`config.mk`:
```
export PLATFORM = sky130hd
export DESIGN_NAME = prg_uploader
export DESIGN_NICKNAME = d
export VERILOG_FILES = /design/src/rtl/prg_pkg.sv /design/src/rtl/prg_rd_delay.sv /design/src/rtl/prg_uploader.sv
export SDC_FILE = /design/constraint.sdc
export NUM_CORES = 1
export LEC_CHECK = 0
export BUFFER_PORTS_ARGS = -buffer_cell sky130_fd_sc_hd__buf_4
export CAP_MARGIN = 20
export CORE_MARGIN = 8
export CORE_UTILIZATION = 40
export CTS_CLUSTER_SIZE = 40
export DETAILED_ROUTE_END_ITERATION = 12
export PLACE_DENSITY = 0.61
export SYNTH_ARGS = -nofsm -noshare
export SYNTH_HDL_FRONTEND = slang
export SYNTH_SLANG_ARGS = --single-unit
```
`constraint.sdc`:
```
create_clock -name clk -period 6.35 [get_ports clk]
set_input_delay 1.27 -clock clk [delete_from_list [all_inputs] [get_ports clk]]
set_output_delay 1.27 -clock clk [all_outputs]
set_load 0.005 [all_outputs]
```
`src/rtl/prg_pkg.sv`:
```
// prg_pkg: shared constants and FSM state type for the PRG uploader and downloader.
//   TEXT_CPU    - CPU address where BASIC program text begins
//   VARTAB_PHYS - physical RAM address of the VARTAB pointer low byte (high byte at +1)
//   PHYS_OFS    - offset added to a CPU address to reach physical RAM
//   state_e     - uploader FSM states (ST_HDR only reachable with PRG_UPLOADER_HEADER_EN)
package prg_pkg;

  localparam int unsigned ADDR_W = 25;
  localparam int unsigned DATA_W = 8;
  localparam int unsigned LEN_W  = 16;

  localparam logic [LEN_W-1:0]  TEXT_CPU    = 16'h8995;
  localparam logic [ADDR_W-1:0] VARTAB_PHYS = 25'h103E9;
  localparam logic [ADDR_W-1:0] PHYS_OFS    = 25'h8000;

  typedef enum logic [3:0] {
    ST_IDLE,
    ST_RD_LO,
    ST_WAIT_LO,
    ST_RD_HI,
    ST_WAIT_HI,
    ST_CHECK,
    ST_HDR,
    ST_RD_DATA,
    ST_WAIT_DATA,
    ST_SEND,
    ST_DONE,
    ST_ERR
  } state_e;

  // Map a 16-bit CPU address into the physical RAM space.
  function automatic logic [ADDR_W-1:0] cpu_to_phys(input logic [ADDR_W-1:0] ofs,
                                                     input logic [LEN_W-1:0]  cpu_addr);
    return ofs + ADDR_W'(cpu_addr);
  endfunction

endpackage

```
`src/rtl/prg_rd_delay.sv`:
```
// prg_rd_delay: RD_LAT-stage shift register turning the RAM read strobe into a
// "read data valid now" strobe aligned with the RAM's fixed read latency.
//   clk, reset_n - clock, synchronous active-low reset (clears in-flight reads)
//   rd_i         - read strobe as presented to the RAM
//   q_vld_o      - high exactly RD_LAT cycles after rd_i
module prg_rd_delay #(
  parameter int unsigned RD_LAT = 1
) (
  input  logic clk,
  input  logic reset_n,
  input  logic rd_i,
  output logic q_vld_o
);

  logic [RD_LAT-1:0] sr_q, sr_d;

  // Shift towards the MSB; the MSB marks read data arriving this cycle.
  always_comb begin
    sr_d = (sr_q << 1) | RD_LAT'(rd_i);
  end

  always_ff @(posedge clk) begin
    if (!reset_n) begin
      sr_q <= '0;
    end else begin
      sr_q <= sr_d;
    end
  end

  assign q_vld_o = sr_q[RD_LAT-1];

endmodule

```
`src/rtl/prg_uploader.sv`:
```
// prg_uploader: reads VARTAB from RAM, derives the BASIC program length and
// streams the program bytes (TEXT_CPU .. VARTAB-1) to the io controller.
// Optional feature macro: PRG_UPLOADER_HEADER_EN prepends len[7:0], len[15:8].
//   clk, reset_n          - clock, synchronous active-low reset
//   start                 - upload request, honoured only when idle
//   busy, done, error     - status: active / success pulse / VARTAB < TEXT_CPU pulse
//   rd, addr, q           - RAM read port (q valid RD_LAT cycles after rd)
//   len                   - program length, held from the length check onward
//   out_valid/ready/data/last - valid/ready byte stream
module prg_uploader #(
  parameter logic [15:0] TEXT_CPU    = prg_pkg::TEXT_CPU,
  parameter logic [24:0] VARTAB_PHYS = prg_pkg::VARTAB_PHYS,
  parameter logic [24:0] PHYS_OFS    = prg_pkg::PHYS_OFS,
  parameter int unsigned RD_LAT      = 1
) (
  input  logic        clk,
  input  logic        reset_n,
  input  logic        start,
  output logic        busy,
  output logic        done,
  output logic        error,
  output logic        rd,
  output logic [24:0] addr,
  input  logic [7:0]  q,
  output logic [15:0] len,
  output logic        out_valid,
  input  logic        out_ready,
  output logic [7:0]  out_data,
  output logic        out_last
);

  import prg_pkg::*;

  state_e              state_q, state_d;
  logic [LEN_W-1:0]    vartab_q, vartab_d;
  logic [LEN_W-1:0]    ptr_q, ptr_d;
  logic [LEN_W-1:0]    cnt_q, cnt_d;
  logic [LEN_W-1:0]    len_q, len_d;
  logic [DATA_W-1:0]   data_q, data_d;
  logic [ADDR_W-1:0]   addr_q, addr_d;
  logic                busy_q, busy_d;
  logic                done_q, done_d;
  logic                error_q, error_d;
  logic                rd_q, rd_d;
  logic                valid_q, valid_d;
  logic                last_q, last_d;
  logic                q_vld;
`ifdef PRG_UPLOADER_HEADER_EN
  logic                hdr_hi_q, hdr_hi_d;
`endif

  prg_rd_delay #(.RD_LAT(RD_LAT)) u_rd_delay (
    .clk     (clk),
    .reset_n (reset_n),
    .rd_i    (rd_q),
    .q_vld_o (q_vld)
  );

  // Next state plus registered-output next values.
  always_comb begin
    state_d  = state_q;
    vartab_d = vartab_q;
    ptr_d    = ptr_q;
    cnt_d    = cnt_q;
    len_d    = len_q;
    data_d   = data_q;
`ifdef PRG_UPLOADER_HEADER_EN
    hdr_hi_d = hdr_hi_q;
`endif

    case (state_q)
      ST_IDLE:    if (start) state_d = ST_RD_LO;
      ST_RD_LO:   state_d = ST_WAIT_LO;
      ST_WAIT_LO: begin
        if (q_vld) begin
          vartab_d[7:0] = q;
          state_d       = ST_RD_HI;
        end
      end
      ST_RD_HI:   state_d = ST_WAIT_HI;
      ST_WAIT_HI: begin
        if (q_vld) begin
          vartab_d[15:8] = q;
          state_d        = ST_CHECK;
        end
      end
      ST_CHECK: begin
        if (vartab_q < TEXT_CPU) begin
          state_d = ST_ERR;
        end else begin
          len_d = vartab_q - TEXT_CPU;
          ptr_d = TEXT_CPU;
          cnt_d = len_d;
`ifdef PRG_UPLOADER_HEADER_EN
          data_d   = len_d[7:0];
          hdr_hi_d = 1'b0;
          state_d  = ST_HDR;
`else
          state_d = (len_d == '0) ? ST_DONE : ST_RD_DATA;
`endif
        end
      end
`ifdef PRG_UPLOADER_HEADER_EN
      ST_HDR: begin
        if (out_ready) begin
          if (!hdr_hi_q) begin
            hdr_hi_d = 1'b1;
            data_d   = len_q[15:8];
          end else begin
            state_d = (cnt_q == '0) ? ST_DONE : ST_RD_DATA;
          end
        end
      end
`endif
      ST_RD_DATA: state_d = ST_WAIT_DATA;
      ST_WAIT_DATA: begin
        if (q_vld) begin
          data_d  = q;
          state_d = ST_SEND;
        end
      end
      ST_SEND: begin
        if (out_ready) begin
          ptr_d   = ptr_q + 16'd1;
          cnt_d   = cnt_q - 16'd1;
          state_d = (cnt_d != '0) ? ST_RD_DATA : ST_DONE;
        end
      end
      ST_DONE: state_d = ST_IDLE;
      ST_ERR:  state_d = ST_IDLE;
      default: state_d = ST_IDLE;
    endcase

    // Outputs are registered, so they are decoded from the next state.
    busy_d  = (state_d != ST_IDLE);
    done_d  = (state_d == ST_DONE);
    error_d = (state_d == ST_ERR);
    rd_d    = (state_d == ST_RD_LO) || (state_d == ST_RD_HI) || (state_d == ST_RD_DATA);

    addr_d = addr_q;
    if (state_d == ST_RD_LO) begin
      addr_d = VARTAB_PHYS;
    end else if (state_d == ST_RD_HI) begin
      addr_d = VARTAB_PHYS + 25'd1;
    end else if (state_d == ST_RD_DATA) begin
      addr_d = cpu_to_phys(PHYS_OFS, ptr_d);
    end

    valid_d = (state_d == ST_SEND);
    last_d  = valid_d && (cnt_d == 16'd1);
`ifdef PRG_UPLOADER_HEADER_EN
    if (state_d == ST_HDR) begin
      valid_d = 1'b1;
      last_d  = hdr_hi_d && (cnt_d == '0);
    end
`endif
  end

  always_ff @(posedge clk) begin
    if (!reset_n) begin
      state_q  <= ST_IDLE;
      vartab_q <= '0;
      ptr_q    <= '0;
      cnt_q    <= '0;
      len_q    <= '0;
      data_q   <= '0;
      addr_q   <= '0;
      busy_q   <= 1'b0;
      done_q   <= 1'b0;
      error_q  <= 1'b0;
      rd_q     <= 1'b0;
      valid_q  <= 1'b0;
      last_q   <= 1'b0;
`ifdef PRG_UPLOADER_HEADER_EN
      hdr_hi_q <= 1'b0;
`endif
    end else begin
      state_q  <= state_d;
      vartab_q <= vartab_d;
      ptr_q    <= ptr_d;
      cnt_q    <= cnt_d;
      len_q    <= len_d;
      data_q   <= data_d;
      addr_q   <= addr_d;
      busy_q   <= busy_d;
      done_q   <= done_d;
      error_q  <= error_d;
      rd_q     <= rd_d;
      valid_q  <= valid_d;
      last_q   <= last_d;
`ifdef PRG_UPLOADER_HEADER_EN
      hdr_hi_q <= hdr_hi_d;
`endif
    end
  end

  assign busy      = busy_q;
  assign done      = done_q;
  assign error     = error_q;
  assign rd        = rd_q;
  assign addr      = addr_q;
  assign len       = len_q;
  assign out_valid = valid_q;
  assign out_data  = data_q;
  assign out_last  = last_q;

endmodule
```
# ---- Word-level counts from Yosys, hierarchy flattened
# Index checks and enable logic that the tools add are counted.
dict set report classes {
  addsub 4
  n_lt_le_gt_ge 1
  eq_ne 15
  n_mux 18
  bitwise 2
  reduce_logical 15
}
# operator count
set op_table {}
lappend op_table {{$mux W16} 4}
lappend op_table {{$pmux W16 S2} 2}
lappend op_table {{$mux W17} 3}
lappend op_table {{$pmux W4 S9} 1}
lappend op_table {{$mux W4} 8}
lappend op_table {{$eq A4 B4 Y1 const B} 5}
lappend op_table {{$add A16 B16 Y17 const A} 1}
lappend op_table {{$add A16 B1 Y16 const B} 1}
lappend op_table {{$eq A16 B1 Y1 const B} 1}
lappend op_table {{$eq A4 B3 Y1 const B} 4}
lappend op_table {{$logic_not A16 Y1} 1}
lappend op_table {{$lt A16 B16 Y1 const B} 1}
lappend op_table {{$reduce_bool A16 Y1} 1}
lappend op_table {{$sub A16 B1 Y16 const B} 1}
lappend op_table {{$sub A16 B16 Y16 const B} 1}
lappend op_table {{$eq A4 B2 Y1 const B} 3}
lappend op_table {{$eq A4 B1 Y1 const B} 2}
lappend op_table {{$reduce_and A2 Y1} 4}
lappend op_table {{$logic_not A4 Y1} 1}
lappend op_table {{$reduce_bool A4 Y1} 1}
lappend op_table {{$reduce_bool A3 Y1} 1}
lappend op_table {{$reduce_or A3 Y1} 1}
lappend op_table {{$logic_or A1 B1 Y1} 2}
lappend op_table {{$not A1 Y1} 2}
lappend op_table {{other kinds (3)} 3}
dict set report totals {
  register_bits 100
  inputBits 12
  out_inout_bits 55
  wordCells 72
}

# ---- Logic depth before layout (Yosys ltp)
# Gate-level depths: netlist (run 1).
dict set report logic_depth {
  word_depth 9
  ltp_mapped 12
  ltp_nobuf 11
}

# ---- Modules after synthesis
# A second synthesis (run 1) with hierarchy kept.
dict set report hier_totals {
  cells_unflattened 589
  hier_area_um2 4780.8
}
# module instances cells_per_inst area_per_inst_um2 seq_area_each_um2
set by_module_without_submodules {}
lappend by_module_without_submodules {prg_uploader 1 587 4754.6 1981.9}
lappend by_module_without_submodules {prg_rd_delay 1 2 26.3 20.0}

# ---- Least setup slack after synthesis (run 1)
# Ideal clock, no wire load.
dict set report synth_timing {
  path_type {register to register}
  from {register vartab_q[0]}
  to {register addr_q[10], in the netlist addr[10]}
  setup_ns 0.123
  t_arrival_ns 2.902
  required_time_ns 6.227
  setup_slack_ns 3.325
  path_stages_with_launch 13
  path_buffers 1
  synth_period_minus_slack_ns 3.025
  path_cell_list {dfxtp_1 -> inv_1 -> ha_1 -> and2b_1 -> o211ai_1 -> a2111o_1 -> a22oi_1 -> nor4b_1 -> nand4_1 -> a21oi_4 -> buf_6 -> mux2i_1 -> nor2_1}
}
dict set report synth_via {
  elab_chain_len 7
  elab_cells_between_ends 13
}
# element line_no
set synth_lines {}
lappend synth_lines {{from (decl)} prg_uploader.sv:35} ;# logic [LEN_W-1:0] vartab_q, vartab_d;
lappend synth_lines {{from (signal assigned)} prg_uploader.sv:179} ;# vartab_q <= vartab_d;
lappend synth_lines {{$sub A16 B16 Y16} prg_uploader.sv:91} ;# len_d = vartab_q - TEXT_CPU;
lappend synth_lines {{$logic_not A16 Y1} prg_uploader.sv:99} ;# state_d = (len_d == '0) ? ST_DONE : ST_RD_DATA;
lappend synth_lines {{$mux W4} prg_uploader.sv:99}
lappend synth_lines {{$mux W4} prg_uploader.sv:88} ;# if (vartab_q < TEXT_CPU) begin
lappend synth_lines {{$pmux W4 S9} prg_uploader.sv:71} ;# case (state_q)
lappend synth_lines {{$eq A4 B1 Y1 or $eq A4 B2 Y1 (tied branches)} {prg_uploader.sv:141, prg_uploader.sv:143}}
lappend synth_lines {{$reduce_or A3 Y1 (no source line)} n/a}
lappend synth_lines {{to (signal assigned)} prg_uploader.sv:184} ;# addr_q <= addr_d;
lappend synth_lines {{to (decl)} prg_uploader.sv:40} ;# logic [ADDR_W-1:0] addr_q, addr_d;
# Several ways; a longest one is shown, not always the timed one.
# A chain may end at the register's enable or synchronous reset.

# ---- Worst setup path in the final report (run 1)
dict set report layout_timing {
  from {register vartab_q[0]}
  to {register last_q, in the netlist out_last}
}
dict set report layout_via {
  elab_chain_len 7
  elab_cells_between_ends 11
}
# element line_no
set layout_lines {}
lappend layout_lines {{$sub A16 B16 Y16} prg_uploader.sv:91}
lappend layout_lines {{$logic_not A16 Y1} prg_uploader.sv:99}
lappend layout_lines {{$mux W4} prg_uploader.sv:99}
lappend layout_lines {{$mux W4} prg_uploader.sv:88}
lappend layout_lines {{$pmux W4 S9} prg_uploader.sv:71}
lappend layout_lines {{$eq A4 B4 Y1} prg_uploader.sv:149} ;# valid_d = (state_d == ST_SEND);
lappend layout_lines {{$logic_and A1 B1 Y1 *} prg_uploader.sv:150} ;# last_d = valid_d && (cnt_d == 16'd1);
lappend layout_lines {{to (signal assigned)} prg_uploader.sv:190} ;# last_q <= last_d;
lappend layout_lines {{to (decl)} prg_uploader.sv:46} ;# logic last_q, last_d;
# Mark *: on every way between the ends. The rest lies on a longest branch, timed or not.

==> results of run 1 <==
## state kept, by name, indices dropped and copies added (netlist names), 4 cells and up
register and flops:
addr 17, out_data 8, len 16, ptr_q 16
vartab_q 16, cnt_q 16, state_q 4
## per-stage QoR
stage	hold WS, ns	power [uW]	worst slack (ns)
floorplan	0.453	698	3.33
global placement	0.447	725	2.82
detailed placement	0.450	726	2.63
CTS	0.460	1310	2.61
global route	0.471	1340	2.27
finish	0.457	1300	2.61
## worst max path at each step
stage	endpoint	slack (ns)	depth (start not counted)
2_1_floorplan	addr[10]$_SDFFE_PP0N_	3.33	12
3_3_place_gp	out_last$_SDFF_PN0_	2.82	11
3_5_place_dp	out_last$_SDFF_PN0_	2.63	11
4_1_cts	out_last$_SDFF_PN0_	2.61	11
5_1_grt	out_last$_SDFF_PN0_	2.27	11
6_report	out_last$_SDFF_PN0_	2.61	11
## Yosys cell counts, drive strengths merged, types with 2 or more instances
master | number | share of area, %
a2111o | 2 | 0.46
a2111oi | 2 | 0.86
a211oi | 11 | 1.9
a21o | 4 | 0.61
a21oi | 50 | 5.4
a221oi | 2 | 0.36
a2bb2oi | 2 | 0.36
a31oi | 6 | 0.76
and2 | 19 | 2.4
and3 | 6 | 0.76
buf | 18 | 2.3
clkbuf | 23 | 1.8
dfxtp | 100 | 41
ha | 5 | 1.3
inv | 17 | 1.3
mux2i | 26 | 5.3
nand2 | 73 | 5.6
nand2b | 2 | 0.25
nand3 | 14 | 1.4
nand4 | 7 | 0.89
nor2 | 88 | 6.8
nor2b | 6 | 0.76
nor3 | 19 | 2.3
nor4 | 6 | 0.76
nor4b | 3 | 0.53
o2111ai | 2 | 0.36
o211a | 2 | 0.41
o211ai | 4 | 0.61
o21a | 3 | 0.46
o21ai | 15 | 1.6
o221a | 7 | 1.6
o22a | 3 | 0.53
o22ai | 3 | 0.38
o31ai | 3 | 0.46
or2 | 4 | 0.51
or3 | 4 | 0.51
or4 | 5 | 0.84
xnor2 | 12 | 2.1
xor2 | 8 | 1.4
## power by group through the flow
| stage | clock network [uW] | logic (uW) | registers (uW) |
|---|---|---|---|
| 6_report | 584 | 66.5 | 645 |
| 3_5_place_dp | 0 | 67.0 | 659 |
| 3_3_place_gp | 0 | 66.1 | 659 |
| 2_1_floorplan | 0 | 39.5 | 658 |
| 5_1_grt | 619 | 73.2 | 646 |
| 4_1_cts | 600 | 67.5 | 645 |
## cells by family after synthesis
group / Yosys count / synth area share (%)
other: 1 / 0.0761
buffers and inverters: 58 / 5.36
DFF: 100 / 40.6
adders and majority gates: 5 / 1.27
xor gates and xnor gates: 20 / 3.55
and+or+nand+nor: 261 / 25.1
muxes: 26 / 5.28
AOI/OAI and AO/OA: 130 / 18.8
## tightest hold or removal path, delay by kind of cell, from the launching register on
kind,cells,cell delay (ns)
flip-flops,1,0.31
AO/OA/AOI/OAI,1,0.05
AND/OR/NAND/NOR,1,0.05
## layout make-up
type,instances,area [sq um]
Clock inverter,6,88.8
Clock buffer,10,229
Sequential cell,100,2000
Timing Repair Buffer,60,450
Multi-Input combinational cell,450,2690
Fill cell,1185,6300
Inverter,17,63.8
Tap cell,147,184
## metal layers
metal | vias up | part of all wire, %
met5 | - | 0
met1 | 2026 | 47
li1 | 2168 | -
met4 | 0 | 1.6
met2 | 104 | 46
met3 | 15 | 5.1
==> run metrics, run 1 <==
status=finished clean; GRT Total Usage=approximately 16%; Comb pwr share=a little over 5%; Async SR Flop Fraction=0%; final WL=13.1 mm; Clock Latency Late Sink=between 0.3 and 0.4 ns; Yosys warning total=0; Die ar.=approximately 0.016 sq mm; pin count of the biggest net entering global routing=43; static leakage=between 0.002 and 0.0025 uW; layout net count=~660; Worst R2R Start=vartab_q[0]$_SDFFE_PN0P_; sequential power share=approximately 50%; CTS H-tree depth=3; total clock sinks=100; slowest cell on the critical path=a211oi_4; initial detailed-routing violation count=~290; Post-synth EDFFs=0; Largest stage delay, worst path=0.91 ns; unrepaired setup endpoints after global routing=no; max cap viols=0; Die Y=127 um; CP required=between 6 and 7 ns; Vias/cell=5.46; Inst Count DP=774; WP buf/inv=1; Antenna Cells=0; hold endpoint=len[5]$_SDFFE_PN0P_; Slew headroom=between 30% and 40%; fin util=a little under half; CP arrival=around 4 ns; Main synth FF type=dfxtp_1; Tmin final=3.74 ns; worst r2r dst=out_last$_SDFF_PN0_; CTS root buf=clkbuf_16; Detail Route Antenna Nets=0; fraction of layout cells with a size suffix above 1=14.9%; worst hold path class=flip-flop to flip-flop; IO Count=67; most frequent CP cell=nor4_1; internal power=around 1000 uW; routed vias=approximately 4,300; Setup Buffers After CTS=0; Final Non-Filler Cells=between 700 and 800; routing usage on met3=3.95%; cts bufs inserted=9; r2r worst-path depth=11; Pwr Density=227 mW/mm^2; TNS Setup=0 ns; Placer Congestion=just over 0.9; Final setup viols=0; fin crit share=approximately 60%; Yosys cell types=69; vias in the first global route=4,212; TritonCTS clock tree=built; first-pass GRT wire length=roughly 21 mm; core footprint=0.0120 sq mm; crit start category=flip-flop; Mapped Area=between 0.004 and 0.005 sq mm; Seq/Total Area, Yosys=40.6%; top cell family by delay on the critical path=compound AO/OA/AOI/OAI gates; Min-Delay Path Depth=2; dpl hpwl=9.64 mm; clk buf depth=2; met1 GRT Util=between 20 and 25%; hold path startpoint=len[5]$_SDFFE_PN0P_; gr busiest metal=met2; Worst-Margin Slew=between 1 and 1.5 ns; Global Route met2 Usage=roughly 27%; commonest non-fill, non-tap cell in the layout=dfxtp_1; dpl cell area=approximately 0.0054 sq mm; final instance area=~0.0057 sq mm; Syn Area/Cell=8.20 sq um; wire per inst=approximately 17 um; Post-CTS Hold Fix Bufs=0; Slew Limit Fails=0; Area growth syn-to-layout=15.8%; sw frac=between 20% and 30%; antenna violations before repair=0; FMAX=around 270 MHz; Clock power frac=a little under half; commonest non-fill, non-tap cells in the layout=dfxtp_1 (100), nor2_1 (87), nand2_1 (73); Worst setup EP type=flip-flop; flop-to-flop setup slack=around 2.6 ns; clock slew at reported path FFs=0.07 ns; row cnt=40; GR Overflow Total=0; # DRC=0; worst path cell trace=inv_1, ha_1, and2b_1, o211ai_1, a2111o_1, a211oi_4, mux2i_1, a21o_1, nor4_1, nand4_1, nor4_1; port bufs=58; CTS resizes=0; VDD IR max=roughly 0.16 mV; CP max FO=25; CP startpoint=vartab_q[0]$_SDFFE_PN0P_; Clock Skew=between 0.006 and 0.007 ns; post-synthesis cell count=around 600; register bit total from synthesis=100; Sw Pwr=285 uW; router iterations before antenna repair=4; Final Hold Vio Count=0; Starting Density=approximately two fifths; crit path kind=flip-flop to flip-flop; Chip Width=~130 um
Note: power is estimated with default switching activity, not from simulation.
==> inputs of run 2 (changes only) <==
--- a/config.mk
+++ b/config.mk
@@ -5,13 +5,14 @@
 export SDC_FILE = /design/constraint.sdc
 export NUM_CORES = 1
 export LEC_CHECK = 0
+export ABC_AREA = 1
 export BUFFER_PORTS_ARGS = -buffer_cell sky130_fd_sc_hd__buf_4
 export CAP_MARGIN = 20
 export CORE_MARGIN = 8
 export CORE_UTILIZATION = 40
 export CTS_CLUSTER_SIZE = 40
 export DETAILED_ROUTE_END_ITERATION = 12
-export PLACE_DENSITY = 0.61
+export PLACE_DENSITY = 0.63
 export SYNTH_ARGS = -nofsm -noshare
 export SYNTH_HDL_FRONTEND = slang
 export SYNTH_SLANG_ARGS = --single-unit
==> constraint.sdc (replaced) <==
create_clock -name clk -period 3.4 [get_ports clk]
set_input_delay 0.68 -clock clk [delete_from_list [all_inputs] [get_ports clk]]
set_output_delay 0.68 -clock clk [all_outputs]
set_load 0.005 [all_outputs]
==> run 2 against run 1 <==
Power grew 82%. Global-route usage rose by 0.25 points. Critical path type unchanged. Final cell count up 27%. Area after synthesis rose by 3.2%. Clock-buffer cell count down 1. First-iteration DRC count shrank 4.2%. Register-to-register slack got worse by 1.9 ns. Die area up 2.8%. Clock skew grew 0.0026 ns. Critical endpoint is now addr[0]$_SDFFE_PN0P_.
==> run metrics, run 2 <==
dpl hpwl=10.1 mm (was 9.64 mm); most frequent CP cell=nand2_1 (was nor4_1); commonest non-fill, non-tap cell in the layout=nand2_1 (was dfxtp_1); clk buf depth=2 (unchanged); wire per inst=13.3 um (was 16.6 um); pin count of the biggest net entering global routing=41 (was 43); Clock Skew=0.00940 ns (was 0.00682 ns); VDD IR max=0.399 mV (was 0.159 mV); most frequent cell after synthesis=nand2_1 (was dfxtp_1); # DRC=0 (unchanged); total clock sinks=100 (unchanged); Pwr Density=397 mW/mm^2 (was 227 mW/mm^2); worst setup slack after placement=0.719 ns (was 2.63 ns); port bufs=58 (unchanged); crit start category=flip-flop (unchanged); crit path kind=flip-flop to flip-flop (unchanged); Seq/Total Area, Yosys=39.4% (was 40.6%); cts bufs inserted=9 (unchanged); Yosys warning total=0 (unchanged); Synth Area in XOR/XNOR=1.21% (was 3.55%); final instance area=0.00593 sq mm (was 0.00571 sq mm); Simple-Gate Fraction of Synth Area=33.5% (was 25.1%); r2r worst-path depth=19 (was 11); Min-Delay Path Depth=2 (unchanged); adder-cell share of the synthesized area=1.23% (was 1.27%); unrepaired setup endpoints after global routing=no (unchanged); top cell family by delay on the critical path=simple AND/OR/NAND/NOR gates (was compound AO/OA/AOI/OAI gates); commonest non-fill, non-tap cells in the layout=nand2_1 (187), nor2_1 (124), dfxtp_1 (100) (was dfxtp_1 (100), nor2_1 (87), nand2_1 (73)); row cnt=41 (was 40); Die Y=129 um (was 127 um); TritonCTS clock tree=built (unchanged); Antenna Cells=0 (unchanged); Die ar.=0.0166 sq mm (was 0.0161 sq mm); multiplexer area fraction after synthesis=0% (was 5.28%); Async SR Flop Fraction=0% (unchanged); TNS Setup=0 ns (unchanged); GRT Total Usage=16.7% (was 16.4%); CP arrival=2.94 ns (was 3.99 ns); Compound-Gate Fraction of Synth Area=14.5% (was 18.8%); Tmin final=2.67 ns (was 3.74 ns); Main synth FF type=dfxtp_1 (unchanged); top cell type's share of synthesized area=39.4% (was 40.6%); CP max FO=25 (unchanged); IO Count=67 (unchanged); clock slew at reported path FFs=0.07 ns (about the same); vias in the first global route=4,627 (was 4,212); stages on the worst setup path=19 (was 11); max cap viols=0 (unchanged); routed vias=4,861 (was 4,313); Mapped Area=0.00509 sq mm (was 0.00493 sq mm); WP buf/inv=4 (was 1); GR Overflow Total=0 (unchanged); FMAX=375 MHz (was 267 MHz); max reg flops=17 (unchanged); Register Area=0.00200 sq mm (unchanged); Syn Area/Cell=6.54 sq um (was 8.20 sq um); status=finished clean (unchanged); Post-CTS Hold Fix Bufs=0 (unchanged); worst hold path class=flip-flop to flip-flop (unchanged); layout net count=847 (was 655); final WL=13.4 mm (was 13.1 mm); router iterations before antenna repair=5 (was 4); Detail Route Antenna Nets=0 (unchanged); Worst setup EP type=flip-flop (unchanged); Clock Latency Late Sink=0.36 ns (was 0.35 ns); post-synthesis cell count=778 (was 601); Slew Limit Fails=0 (unchanged); Setup Buffers After CTS=0 (unchanged); core footprint=0.0125 sq mm (was 0.0120 sq mm); slowest cell on the critical path=dfxtp_1 (was a211oi_4); CTS resizes=0 (unchanged); antenna violations before repair=0 (unchanged); static leakage=0.00287 uW (was 0.00248 uW); CTS H-tree depth=3 (unchanged); final worst-path setup slack=0.730 ns (was 2.61 ns); fraction of layout cells with a size suffix above 1=13.4% (was 14.9%); CP required=3.67 ns (was 6.60 ns); most instantiated cells after synthesis=nand2_1 (187), nor2_1 (124), dfxtp_1 (100) (was dfxtp_1 (100), nor2_1 (87), nand2_1 (73)); Yosys cell types=37 (was 69); worst path cell trace=inv_1, ha_1, inv_1, nand2_1, nand2_1, nand2_1, nand2_4, nand2_1, nand2_2, nor2_2, nor2_2, nand2_2, inv_2, nand2_1, nand2_2, inv_2, nor2_1, nor2_1, a21oi_1 (was inv_1, ha_1, and2b_1, o211ai_1, a2111o_1, a211oi_4, mux2i_1, a21o_1, nor4_1, nand4_1, nor4_1); # fillers=1,329 (was 1,185); dpl cell area=0.00564 sq mm (was 0.00539 sq mm); Final Hold Vio Count=0 (unchanged); Chip Width=129 um (was 127 um); Largest stage delay, worst path=0.37 ns (was 0.91 ns); Worst-Margin Slew=0.613 ns (was 1.04 ns); initial detailed-routing violation count=277 (was 289); multi-input logic area=0.00260 sq mm (was 0.00269 sq mm); first-pass GRT wire length=22.3 mm (was 21.4 mm); Area growth syn-to-layout=16.6% (was 15.8%); fin crit share=78.5% (was 58.9%); Final setup viols=0 (unchanged); Slew headroom=59.0% (was 30.1%); Vias/cell=4.83 (was 5.46); leading area contributor after synthesis=dfxtp_1 (unchanged); Post-synth EDFFs=0 (unchanged); combinational family with the most area after synthesis=simple AND/OR/NAND/NOR gates (unchanged); CTS root buf=clkbuf_16 (unchanged); synth top area cells=dfxtp_1 (39%), nand2_1 (14%), nor2_1 (9.2%), inv_1 (6.3%), a21oi_1 (5.9%) (was dfxtp_1 (41%), nor2_1 (6.6%), nand2_1 (5.6%), mux2i_1 (5.3%), a21oi_1 (4.9%)); Placer Congestion=0.861 (was 0.914); Starting Density=40.6% (was 41.0%); register bit total from synthesis=100 (unchanged)
-- run 2: cell types whose count changed after synthesis, moves of 9 or more --
| cell | previous run | this run |
|---|---|---|
| o21ai_0 | 13 | 49 |
| nor2_1 | 87 | 124 |
| nor3_1 | 17 | 8 |
| clkbuf_1 | 23 | 14 |
| and2_1 | 19 | 1 |
| o21ai_1 | 1 | 11 |
| a211oi_1 | 10 | 0 |
| xnor2_1 | 12 | 0 |
| nand3_1 | 14 | 51 |
| nand2_1 | 73 | 187 |
| mux2i_1 | 26 | 0 |
| inv_2 | 0 | 9 |
| inv_1 | 17 | 86 |
| a21oi_1 | 48 | 60 |
-- run 2: cell families after synthesis --
logic type,Yosys count
flip-flops,100
AO/OA/AOI/OAI,138
adder cells (fa/ha/maj),5
other,1
buffers and inverters,123
XOR/XNOR,7
AND/OR/NAND/NOR,404
-- run 2: path summary, 6_finish.rpt --
check	from	endpoint	slack, ns
max	vartab_q[0]$_SDFFE_PN0P_	addr[0]$_SDFFE_PN0P_	0.73
min	rd$_SDFF_PN0_	u_rd_delay.q_vld_o$_SDFF_PN0_	0.45
max reg2reg	vartab_q[0]$_SDFFE_PN0P_	addr[0]$_SDFFE_PN0P_	0.73
min reg2reg	rd$_SDFF_PN0_	u_rd_delay.q_vld_o$_SDFF_PN0_	0.45
-- run 2: tightest hold or removal path: stages, from the launching register on --
cell and delay (ns):
dfxtp_1 0.32, nand2_1 0.06, inv_1 0.03
-- run 2: report_power, final --
part           internal (uW)  switching (uW)
registers               1190            14.6
clock network            517             487
logic                   56.6            85.6
-- run 2: per-layer routing --
| layer | routed length, um | track usage, % | part of all wire, % |
|---|---|---|---|
| met5 | 0 | 0 | 0 |
| met4 | 169 | 4.77 | 1.3 |
| met2 | 5950 | 26.3 | 44 |
| met1 | 6490 | 21.9 | 48 |
| met3 | 778 | 4.55 | 5.8 |
-- run 2: final cells by class --
type,instances,share of cell area [%]
clock inverter,7,1.18
timing repair buffer,62,7.85
inverter,95,6.01
clock buffer,9,3.80
multi-input combinational,562,43.8
tap,172,3.63
sequential,100,33.8
-- run 2: metrics by stage --
stage / instances / hold WS (ns) / power (uW) / util, %
after floorplan: 785 / 0.433 / 1320 / -
after global placement: 991 / 0.434 / 1380 / 45.0
after detailed placement: 991 / 0.435 / 1380 / 45.0
after CTS: 1007 / 0.447 / 2380 / 47.4
after global routing: 1007 / 0.478 / 2450 / 47.4
final: 1007 / 0.452 / 2350 / 47.4
==> inputs of run 3 (changes only) <==
--- a/config.mk
+++ b/config.mk
@@ -5,7 +5,7 @@
 export SDC_FILE = /design/constraint.sdc
 export NUM_CORES = 1
 export LEC_CHECK = 0
-export ABC_AREA = 1
+export ABC_AREA = 0
 export BUFFER_PORTS_ARGS = -buffer_cell sky130_fd_sc_hd__buf_4
 export CAP_MARGIN = 20
 export CORE_MARGIN = 8
==> constraint.sdc (replaced) <==
create_clock -name clk -period 2.3 [get_ports clk]
set_input_delay 0.46 -clock clk [delete_from_list [all_inputs] [get_ports clk]]
set_output_delay 0.46 -clock clk [all_outputs]
set_load 0.005 [all_outputs]
==> run 3 against run 2 <==
The run now ends with setup timing left. Critical endpoint is now out_last$_SDFF_PN0_. Clock-buffer cell count grew 1. Die area shrank 2.7%. Combinational power grew 65%. Power is 52% higher. Routed wire length rose by 27%.
==> run metrics, run 3 (synthesized netlist as in run 1, its figures left out) <==
status=complete, but fails checks (was finished clean); failing checks=setup timing; CTS root buf=clkbuf_16 (unchanged); CP required=2.54 ns (was 3.67 ns); Slew Limit Fails=0 (unchanged); antenna violations before repair=0 (unchanged); Placer Congestion=0.876 (was 0.861); unrepaired setup endpoints after global routing=yes (was no); GR Overflow Total=0 (unchanged); final worst-path setup slack=-0.647 ns (was 0.730 ns); fin crit share=128% (was 78.5%); Worst setup EP type=flip-flop (unchanged); Min-Delay Path Depth=3 (was 2); Pwr Density=447 mW/mm^2 (was 397 mW/mm^2); TritonCTS clock tree=built (unchanged); layout net count=843 (was 847); max cap viols=0 (unchanged); r2r worst-path depth=12 (was 19); clk buf depth=2 (unchanged); cts bufs inserted=9 (unchanged); GRT Total Usage=20.2% (was 16.7%); worst hold path class=primary input to flip-flop (was flip-flop to flip-flop); total clock sinks=100 (unchanged); Die Y=127 um (was 129 um); wire per inst=17.4 um (was 13.3 um); Detail Route Antenna Nets=0 (unchanged); commonest non-fill, non-tap cell in the layout=buf_4 (was nand2_1); max reg flops=17 (unchanged); Starting Density=41.0% (was 40.6%); Worst R2R Start=vartab_q[1]$_SDFFE_PN0P_ (was vartab_q[0]$_SDFFE_PN0P_); static leakage=0.00363 uW (was 0.00287 uW); TNS Setup=-23.93 ns (was 0 ns); hold endpoint=vartab_q[12]$_SDFFE_PN0P_ (was u_rd_delay.q_vld_o$_SDFF_PN0_); Worst-Margin Slew=0.532 ns (was 0.613 ns); Die ar.=0.0161 sq mm (was 0.0166 sq mm); Clock Skew=0.0100 ns (was 0.00940 ns); Slew headroom=64.4% (was 59.0%); Antenna Cells=0 (unchanged); worst setup slack after placement=-0.863 ns (was 0.719 ns); crit start category=flip-flop (unchanged); # DRC=0 (unchanged); final WL=17.0 mm (was 13.4 mm); Vias/cell=5.36 (was 4.83); hold path startpoint=q[4] (was rd$_SDFF_PN0_); VDD IR max=0.431 mV (was 0.399 mV); flop-to-flop setup slack=-0.65 ns (was 0.73 ns); FMAX=339 MHz (was 375 MHz); core footprint=0.0120 sq mm (was 0.0125 sq mm); CP max FO=4 (was 25); commonest non-fill, non-tap cells in the layout=buf_4 (206), dfxtp_1 (96), nor2_1 (69) (was nand2_1 (187), nor2_1 (124), dfxtp_1 (100)); CTS H-tree depth=3 (unchanged); crit path kind=flip-flop to flip-flop (unchanged); worst r2r dst=out_last$_SDFF_PN0_ (was addr[0]$_SDFFE_PN0P_); Area growth syn-to-layout=62.2% (was 16.6%); port bufs=58 (unchanged); Tmin final=2.95 ns (was 2.67 ns); Clock Latency Late Sink=0.35 ns (was 0.36 ns); routed vias=5,244 (was 4,861); dpl hpwl=12.2 mm (was 10.1 mm); router iterations before antenna repair=7 (was 5); IO Count=67 (unchanged); initial detailed-routing violation count=263 (was 277); Chip Width=127 um (was 129 um); first-pass GRT wire length=26.1 mm (was 22.3 mm); overall power=3570 uW (was 2350 uW); pin count of the biggest net entering global routing=31 (was 41); Final Hold Vio Count=0 (unchanged); Final setup viols=67 (was 0); fraction of layout cells with a size suffix above 1=46.9% (was 13.4%); vias in the first global route=5,179 (was 4,627); clock slew at reported path FFs=0.07 ns (about the same); fin util=66.6% (was 47.4%); CP arrival=3.19 ns (was 2.94 ns); row cnt=40 (was 41)
## run 3: changes by cell type in the layout (fill, tap and decap cells not counted), moves of 16 or more
cell	before	now
o21ai_0	49	7
a21oi_2	2	23
buf_6	0	31
a21oi_1	60	23
nor2_1	124	69
buf_4	62	206
nand2_1	187	60
nand3_1	51	12
inv_1	86	13
and2_1	1	17
mux2i_1	0	26
## run 3: layout make-up
class	instances	area [sq um]
Sequential cell	100	2010
Timing Repair Buffer	248	2120
Clock inverter	6	70.1
Fill cell	984	4020
Clock buffer	10	239
Inverter	17	63.8
Multi-Input combinational cell	450	3320
Tap cell	147	184
## run 3: layer usage
metal / GRT usage [%] / wire [um]
met5: 0 / 0
met2: 34.4 / 8420
met1: 25.1 / 7290
met4: 7.07 / 398
met3: 3.74 / 902
## run 3: through the flow
| stage | hold WS [ns] | cells | instance area, sq um |
|---|---|---|---|
| 2_1_floorplan | 0.453 | 608 | 5100 |
| 3_3_place_gp | 0.447 | 923 | 6640 |
| 3_5_place_dp | 0.454 | 923 | 6640 |
| 4_1_cts | 0.361 | 963 | 7610 |
| 5_1_grt | 0.368 | 978 | 8000 |
| 6_report | 0.368 | 978 | 8000 |
## run 3: critical path: stages, from the launching register on
cell      delay (ns)
dfxtp_2         0.33
inv_2           0.05
ha_4            0.15
and2b_1         0.21
o211ai_1        0.15
a2111o_1        0.44
a22oi_2         0.24
nor4b_4         0.25
nand4_1         0.18
buf_4           0.18
a2111o_1        0.44
nand3_2         0.15
nor4_2          0.06
## run 3: power breakdown
group / internal [uW] / total, uW / switching (uW)
registers: 1760 / 1780 / 22.7
logic: 108 / 234 / 126
clock network: 882 / 1550 / 672
## run 3: worst max path at each step
stage                            endpoint                startpoint  cells past startpoint
finish                out_last$_SDFF_PN0_  vartab_q[1]$_SDFFE_PN0P_                     12
global route          out_last$_SDFF_PN0_  vartab_q[1]$_SDFFE_PN0P_                     12
CTS                   out_last$_SDFF_PN0_  vartab_q[1]$_SDFFE_PN0P_                     12
detailed placement    out_last$_SDFF_PN0_  vartab_q[1]$_SDFFE_PN0P_                     12
global placement      out_last$_SDFF_PN0_  vartab_q[1]$_SDFFE_PN0P_                     12
floorplan           addr[10]$_SDFFE_PP0N_  vartab_q[0]$_SDFFE_PN0P_                     12
## run 3: repair_timing
action | in CTS | in global routing
pin swaps | 35 | 20
hold buffers | 0 | 0
setup endpoints to repair | 64 | 71
hold endpoints to repair | 0 | 0
gates resized for setup | 107 | 67
buffers inserted | 23 | 18
gates cloned | 2 | 2
